### src/rtl/pipe_pkg.sv
// Shared pipeline types and widths for the fetch/decode boundary.
package pipe_pkg;

  localparam int XLEN_DEFAULT  = 32;
  localparam int EXC_W_DEFAULT = 8;

  localparam logic [EXC_W_DEFAULT-1:0] EXC_NONE = 8'h00;

  typedef struct packed {
    logic [XLEN_DEFAULT-1:0]  pc;
    logic [XLEN_DEFAULT-1:0]  instr;
    logic [EXC_W_DEFAULT-1:0] exc;
  } fq_entry_t;

endpackage

### src/rtl/fetch_decode_queue.sv
// Instruction FIFO between fetch and decode with optional consecutive-duplicate filter.
// One-cycle enqueue latency, async head read; in_ready is registered low at full, independent of deq.
module fetch_decode_queue
  import pipe_pkg::*;
#(
  parameter int DEPTH    = 4,
  parameter int XLEN     = XLEN_DEFAULT,
  parameter int EXC_W    = EXC_W_DEFAULT,
  parameter int DEDUP    = 1,
  parameter int AF_LEVEL = DEPTH - 1
) (
  input  logic                       clk,
  input  logic                       rst,
  input  logic                       clk_en,
  input  logic                       halt,
  input  logic                       flush,
  input  logic                       in_valid,
  output logic                       in_ready,
  input  logic [XLEN-1:0]            in_pc,
  input  logic [XLEN-1:0]            in_instr,
  input  logic [EXC_W-1:0]           in_exc,
  output logic                       out_valid,
  output logic [XLEN-1:0]            out_pc,
  output logic [XLEN-1:0]            out_instr,
  output logic [EXC_W-1:0]           out_exc,
  input  logic                       deq,
  output logic [$clog2(DEPTH+1)-1:0] count,
  output logic                       almost_full,
  output logic                       dup_drop
);

  localparam int PW = $clog2(DEPTH);
  localparam int CW = $clog2(DEPTH + 1);
  localparam logic [CW-1:0] FULL_CNT = CW'(DEPTH);
  localparam logic [CW-1:0] AF_CNT   = CW'(AF_LEVEL);

  typedef struct packed {
    logic [XLEN-1:0]  pc;
    logic [XLEN-1:0]  instr;
    logic [EXC_W-1:0] exc;
  } entry_t;

  // Plain register file: the head is read asynchronously, so this must stay in flops.
  entry_t mem_q [DEPTH];

  logic [PW-1:0]   rd_ptr_q, rd_ptr_d, wr_ptr_q, wr_ptr_d;
  logic [CW-1:0]   count_q, count_d;
  logic            last_valid_q, last_valid_d;
  logic [XLEN-1:0] last_pc_q, last_pc_d, last_instr_q, last_instr_d;
  logic            dup_drop_q, dup_drop_d;
  logic            in_ready_q, in_ready_d;
  logic            af_q, af_d;
  logic            upd, dup_hit, enq_ok, deq_ok, wr_en;

  assign upd     = clk_en && !halt;
  // Words carrying an exception are never filtered.
  assign dup_hit = (DEDUP != 0) && last_valid_q && (in_exc == '0)
                   && (in_pc == last_pc_q) && (in_instr == last_instr_q);
  assign enq_ok  = in_valid && in_ready_q && !dup_hit;
  assign deq_ok  = deq && out_valid;

  always_comb begin
    rd_ptr_d     = rd_ptr_q;
    wr_ptr_d     = wr_ptr_q;
    count_d      = count_q;
    last_valid_d = last_valid_q;
    last_pc_d    = last_pc_q;
    last_instr_d = last_instr_q;
    dup_drop_d   = 1'b0;
    wr_en        = 1'b0;
    if (flush) begin
      rd_ptr_d     = '0;
      wr_ptr_d     = '0;
      count_d      = '0;
      last_valid_d = 1'b0;
    end else begin
      if (enq_ok) begin
        wr_en        = 1'b1;
        wr_ptr_d     = wr_ptr_q + PW'(1);
        last_pc_d    = in_pc;
        last_instr_d = in_instr;
        last_valid_d = (in_exc == '0);
      end
      if (deq_ok) begin
        rd_ptr_d = rd_ptr_q + PW'(1);
      end
      count_d    = count_q + CW'(enq_ok) - CW'(deq_ok);
      dup_drop_d = in_valid && in_ready_q && dup_hit;
    end
    in_ready_d = (count_d != FULL_CNT);
    af_d       = (count_d >= AF_CNT);
  end

  always_ff @(posedge clk) begin
    if (rst) begin
      rd_ptr_q     <= '0;
      wr_ptr_q     <= '0;
      count_q      <= '0;
      last_valid_q <= 1'b0;
      last_pc_q    <= '0;
      last_instr_q <= '0;
      dup_drop_q   <= 1'b0;
      in_ready_q   <= 1'b1;
      af_q         <= 1'b0;
      for (int i = 0; i < DEPTH; i++) begin
        mem_q[i] <= '0;
      end
    end else if (upd) begin
      rd_ptr_q     <= rd_ptr_d;
      wr_ptr_q     <= wr_ptr_d;
      count_q      <= count_d;
      last_valid_q <= last_valid_d;
      last_pc_q    <= last_pc_d;
      last_instr_q <= last_instr_d;
      dup_drop_q   <= dup_drop_d;
      in_ready_q   <= in_ready_d;
      af_q         <= af_d;
      if (wr_en) begin
        mem_q[wr_ptr_q] <= {in_pc, in_instr, in_exc};
      end
    end
  end

  assign in_ready    = in_ready_q;
  assign out_valid   = (count_q != '0);
  assign out_pc      = mem_q[rd_ptr_q].pc;
  assign out_instr   = mem_q[rd_ptr_q].instr;
  assign out_exc     = mem_q[rd_ptr_q].exc;
  assign count       = count_q;
  assign almost_full = af_q;
  assign dup_drop    = dup_drop_q;

endmodule

### config.mk
export PLATFORM = sky130hd
export DESIGN_NAME = fetch_decode_queue
export DESIGN_NICKNAME = d
export VERILOG_FILES = /design/src/rtl/pipe_pkg.sv /design/src/rtl/fetch_decode_queue.sv
export SDC_FILE = /design/constraint.sdc
export NUM_CORES = 1
export LEC_CHECK = 0
export CORE_AREA = 2 2 170 172
export DETAILED_ROUTE_END_ITERATION = 12
export DIE_AREA = 0 0 172 174
export PLACE_DENSITY_LB_ADDON = 0.3
export SYNTH_ARGS = -nofsm -noshare
export SYNTH_HDL_FRONTEND = slang
export SYNTH_SLANG_ARGS = --single-unit
### constraint.sdc
create_clock -name clk -period 14 [get_ports clk]
set_input_delay 4.2 -clock clk [delete_from_list [all_inputs] [get_ports clk]]
set_output_delay 4.2 -clock clk [all_outputs]
set_load 0.01 [all_outputs]
==> key figures, run 1 <==
Status
  • Status: finished, final reports clean

Routing
  • Met3 wire length: 3460 um
  • Met1 wire length: 15300 um
  • Via count: 9929
  • Routed Antenna Nets: 0
  • Vias per cell: 5.97
  • WL final: 38000 um
  • First-pass iteration count of the detailed router: 5
  • Met2 wire len: 18500 um
  • Post-DR wirelength/cell: 22.8 um
  • Initial DRC count: 1206
  • Drt drc: 0
  • Max layer used: met4

CTS
  • Clock net sink count: 365
  • Worst-Skew Late Latency: 0.52 ns
  • Worst-path clk slew: 0.06 ns
  • H-tree depth: 2
  • Cts hold-fix bufs: 0
  • Post-CTS setup buffers: 0
  • Max clock buf depth: 3
  • Clk root buf: clkbuf_16
  • CTS tree: yes
  • Cts repair resizes: 0
  • Cts bufs inserted: 38

Global routing
  • Vias in the first global route: 9908
  • Initial antenna violation count: 0
  • Largest net degree at the start of global routing: 75
  • First-pass GRT wire length: 57800 um
  • Gr usage total: 25.8%
  • Grt ovf: 0

Synth
  • Async SR Flop Fraction: 0%
  • Yosys Warn Count: 0
  • Most common library cells after synthesis: 288 x edfxtp_1, 169 x nor2_1, 78 x inv_1
  • Area leader, netlist: edfxtp_1
  • Syn Nets: 1200
  • Register area share after synthesis: 65.4%
  • Ranking of synthesized cells by area: edfxtp_1 56%, mux4_2 10%, dfxtp_1 9.9%
  • Count leader, synth: edfxtp_1
  • Post-synthesis register bit count: 365
  • Post-synthesis area per instance: 13.9 um^2
  • Synthesized area: 15600 um^2
  • Synth unique cells: 45
  • Top_reg_cell synth: edfxtp_1
  • Post-synth EDFFs: 288
  • Synth top area share: 55.5%
  • Mapped Cells: 1118

STA
  • Final Setup Violations: 0
  • Relative slew slack: 21.6%
  • Max-slew violation count: 0
  • Period minus WS final: 8.17 ns
  • Final clock period utilization by the worst path: 58.4%
  • Unrepaired setup endpoints after global routing: false
  • Slew @ Worst Pin: 1.18 ns
  • Highest clock rate: 0.122 GHz
  • Clk_skew: 0.0176 ns
  • Final Hold Viols: 0
  • Setup TNS: 0 ns

Critical path
  • Most frequent CP cell: buf_4
  • Nature of the critical path endpoint: register
  • CP startpoint kind: input port
  • Sequence of cells on the critical path: clkdlybuf4s50_1, inv_1, a221o_1, nor4_1, nand4_1, o2111a_2, buf_4, nand3_2, buf_4, nand2_4, buf_4
  • CP arrival: 8.31 ns
  • CP max stage delay: 0.77 ns
  • Critical path type: in -> reg
  • Crit-path max FO: 74
  • Critical Path RT: 14.14 ns
  • CP Launch Point: in_pc[16]
  • Max stage delay cell, worst path: buf_4
  • Reg2Reg Launch Point: last_pc_q[13]

Worst hold path
  • Hold Path Origin: rd_ptr_q[1]
  • HP Class: reg -> reg

Placement
  • PortBufs: 157
  • Placer Congestion: 0.828
  • Placed insts: 1593
  • Hpwl dp: 22100 um

Die
  • Starting Density: 55.2%
  • Die Y-Extent: 174 um
  • Row count: 62
  • Die ar.: 29900 um^2
  • Area of the core: 28200 um^2
  • Die width: 172 um
  • I/O Pins: 158

Layout
  • Layout cell share with drive strength beyond 1: 14.2%
  • Diodes inserted: 0
  • Area grow syn2layout: 19.7%
  • FILL cells: 2041
  • Finished Layout Cells: 1662
  • Layout Nets: 1331

Pwr
  • Pwr dens: 128 nW/um^2
  • Leak pwr: 7.17 nW
  • Maximum VDD drop: 0.0000730 V

Flow run
  • Max-Cap Viols: 0
## cell families after synthesis
family	Yosys count	synth area share [%]
and+or+nand+nor	372	11.5
muxes	90	11.6
buffers and inverters	160	4.32
DFF	365	65.4
xor gates and xnor gates	52	2.92
AOI/OAI and AO/OA	76	4.05
adders and majority gates	3	0.289
## layout by cell type (no fill, tap or decap), drive strengths merged, types with 9 or more instances in the layout
master / instances
nand2: 12
nor4: 9
mux4: 72
mux2i: 18
edfxtp: 288
nor3: 75
dfxtp: 77
nand4: 10
nand2b: 10
inv: 81
buf: 15
clkdlybuf4s50: 156
clkbuf: 54
a31o: 47
and3: 73
xnor2: 45
clkinv: 10
nor2: 169
## routing by layer
layer	global-route usage (%)	vias up
met3	4.51	60
met1	36.9	4987
li1	-	4395
met2	41.6	487
met5	0	-
met4	6.02	0
## per-stage QoR
step | area (um^2) | worst slack [ns] | hold WS (ns) | utilization (%) | power [mW]
2_1_floorplan | 15600 | 2.91 | 0.441 | - | 1.33
3_3_place_gp | 17400 | 5.38 | 0.463 | 61.7 | 1.41
3_5_place_dp | 17400 | 5.35 | 0.479 | 61.7 | 1.42
4_1_cts | 18700 | 5.87 | 0.491 | 66.1 | 2.39
5_1_grt | 18700 | 5.59 | 0.514 | 66.1 | 2.45
6_report | 18700 | 5.83 | 0.493 | 66.1 | 2.38
## where the power goes
| group | switching [mW] | internal (mW) |
|---|---|---|
| Clock | 0.403 | 0.585 |
| Sequential | 0.0139 | 1.20 |
| Combinational | 0.0983 | 0.0785 |
| Total | 0.515 | 1.87 |
## registers in the layout, summed over array words and instances (netlist names), named ones only
name and cells:
almost_full 1, count 3, dup_drop 1, in_ready 1
last_instr_q 32, last_pc_q 32, last_valid_q 1, mem_q 288
rd_ptr_q 2, wr_ptr_q 2
## final timing paths
path / endpoint / slack (ns) / depth (start not counted)
min reg2reg: register / 0.49 / 2
max reg2reg: mem_q[1][17] / 9.68 / 10
min: register / 0.49 / 2
max: mem_q[1][17] / 5.83 / 11
## final cells by class
cell class / instances / area [um^2] / area share (%)
flip-flops and latches: 365 / 10200 / 54.7
repair buffers: 171 / 1670 / 8.97
inverters: 80 / 300 / 1.61
clock inverters: 15 / 128 / 0.684
clock buffers: 54 / 1100 / 5.91
well taps: 384 / 480 / 2.58
multi-input cells: 593 / 4770 / 25.6
## worst max-delay path, delay by kind of cell
kind            cells  cell delay (ns)
simple gates        4             0.95
buf+inv             5             2.31
compound gates      2             0.74
Power figures use the tool's default switching activity.
==> run 2: changes to the inputs <==
CORE_AREA = 2 2 178 180   (was 2 2 170 172)
DIE_AREA = 0 0 180 182   (was 0 0 172 174)
clock period = 7.4 ns   (was 14 ns; I/O delays follow)
==> run 2 against run 1 <==
Effect of this change: core utilization shrank 5.5 points; clock skew is 0.0015 ns lower; register-to-register slack lost 6.1 ns; sequential power grew 89%; final cell count increased by 1.4%; worst setup slack worse by 4.1 ns; critical path depth grew 5; clock-buffer cell count increased by 2; first-iteration DRC count fell by 12%; combinational power rose by 93%; critical endpoint is now in_ready.
==> key figures, run 2 (synthesis results as in run 1) <==
Status
  • Status: finished, final reports clean

Worst hold path
  • Hold path depth: 2 (unchanged)
  • Hold endpoint: last_valid_q
  • HP Class: reg -> reg
  • Hold Path Origin: last_valid_q

Layout
  • Largest Register: mem_q
  • Diodes inserted: 0 (unchanged)
  • Layout Nets: 1338 (+0.53%)
  • Utilization after layout: 60.6% (-5.5 points)
  • Most frequent cells in the layout: 288 x edfxtp_1, 168 x nor2_1, 156 x clkdlybuf4s50_1
  • Top flop regs: mem_q (288), last_instr_q (32), last_pc_q (32)
  • Max reg flops: 288 (unchanged)
  • Most common cell after layout, fill and taps aside: edfxtp_1
  • Layout cell share with drive strength beyond 1: 14.3% (+0.089 points)
  • Area grow syn2layout: 20.5%

STA
  • Final Hold Viols: 0 (unchanged)
  • Unrepaired setup endpoints after global routing: false
  • Final Setup Violations: 0 (unchanged)
  • Final clock period utilization by the worst path: 76.5%
  • Setup TNS: 0 ns (unchanged)
  • Clk_skew: 0.0161 ns (-0.00151 ns)
  • Relative slew slack: 33.0% (+11 points)
  • WHS: 0.468 ns (-0.0251 ns)
  • Period minus WS final: 5.66 ns
  • Slew @ Worst Pin: 1.00 ns (-0.173 ns)
  • Max-slew violation count: 0 (unchanged)
  • Highest clock rate: 0.177 GHz

Die
  • Starting Density: 50.3% (-4.9 points)
  • Row count: 65 (+4.8%)
  • Die width: 180 um (+4.7%)
  • Area of the core: 31000 um^2 (+9.7%)
  • Die ar.: 32800 um^2 (+9.5%)
  • I/O Pins: 158 (unchanged)
  • Die Y-Extent: 182 um (+4.6%)

Pwr
  • Maximum VDD drop: 0.000152 V (+110%)
  • Leak pwr: 7.21 nW (+0.63%)
  • Design Power: 4.50 mW (+89%)
  • Pwr dens: 240 nW/um^2 (+88%)

Global routing
  • Largest net degree at the start of global routing: 74 (-1.3%)
  • Initial antenna violation count: 0 (unchanged)
  • Grt ovf: 0 (unchanged)
  • Vias in the first global route: 10054 (+1.5%)
  • Gr usage total: 24.1% (-1.7 points)
  • First-pass GRT wire length: 60000 um (+3.7%)

Placement
  • PortBufs: 157 (unchanged)
  • Hpwl dp: 23900 um (+8.2%)
  • Placer Congestion: 0.854 (+3.1%)

Critical path
  • Nature of the critical path endpoint: register
  • CP arrival: 6.03 ns (-2.28 ns)
  • Critical path type: in -> reg
  • R2r worst-path depth: 15 (+5)
  • Crit Reg-Reg Endpoint: in_ready
  • Flop-to-flop setup slack: 3.60 ns (-6.08 ns)
  • Crit-path max FO: 4 (-95%)
  • CP startpoint kind: input port
  • Critical Path RT: 7.77 ns (-6.37 ns)
  • Reg2Reg Launch Point: last_pc_q[26]

CTS
  • Worst-Skew Late Latency: 0.52 ns (about the same)
  • Clock net sink count: 365 (unchanged)
  • Worst-path clk slew: 0.06 ns (about the same)
  • Cts hold-fix bufs: 0 (unchanged)
  • Clk root buf: clkbuf_16
  • Max clock buf depth: 3 (unchanged)
  • CTS tree: yes
  • Post-CTS setup buffers: 0 (unchanged)
  • Cts bufs inserted: 37 (-2.6%)
  • H-tree depth: 2 (unchanged)
  • Cts repair resizes: 0 (unchanged)

Flow run
  • Max-Cap Viols: 0 (unchanged)

Routing
  • WL final: 39500 um (+4.0%)
  • Routed Antenna Nets: 0 (unchanged)
  • First-pass iteration count of the detailed router: 5 (unchanged)
  • Initial DRC count: 1058 (-12%)
  • Post-DR wirelength/cell: 23.4 um (+2.5%)
  • Vias per cell: 5.85 (-2.1%)
  • Via count: 9864 (-0.65%)
  • Drt drc: 0 (unchanged)
## run 2: through the flow
step	setup WS (ns)	instance area, um^2	cells
after floorplan	0.475	15600	1118
after global placement	1.30	17600	1619
after detailed placement	1.23	17600	1619
after CTS	1.72	18800	1686
after global routing	1.50	18800	1686
final	1.74	18800	1686
## run 2: final cells by class
cell class,count,area [um^2]
clock buffer,56,1100
fill,2332,12200
sequential,365,10200
timing repair buffer,179,1780
multi-input combinational,593,4770
inverter,80,300
clock inverter,11,106
tap,402,503
## run 2: power breakdown
part | internal (mW) | leakage [nW] | switching, mW
combinational | 0.152 | 3.01 | 0.189
clock | 1.10 | 0.586 | 0.760
sequential | 2.28 | 3.61 | 0.0264
## run 2: critical path, stage by stage
cell and delay, ns:
clkdlybuf4s50_1 0.49, xnor2_1 0.32, nand4_1 0.19, nor4_1 0.39, nand4_1 0.38, o21ai_1 0.37
ha_1 0.28, inv_1 0.05, ha_1 0.13, inv_1 0.05, fa_1 0.41, xnor2_1 0.18
xnor2_1 0.14, nand2_1 0.11, o32ai_1 0.25, nand2_1 0.07
## run 2: how the worst max path moves through the flow
stage | start | to | slack, ns
2_1_floorplan | halt | mem_q[3][0] | 0.47
3_3_place_gp | in_pc[18] | in_ready | 1.30
3_5_place_dp | in_pc[18] | in_ready | 1.23
4_1_cts | in_pc[18] | in_ready | 1.72
5_1_grt | in_pc[18] | in_ready | 1.50
6_report | in_pc[18] | in_ready | 1.74
## run 2: metal layers
metal | vias up | global-route usage [%] | routed length [um]
met5 | - | 0 | 0
li1 | 4408 | - | -
met1 | 4973 | 33.5 | 16400
met3 | 60 | 4.27 | 3130
met4 | 0 | 6.60 | 912
met2 | 423 | 39.3 | 19100
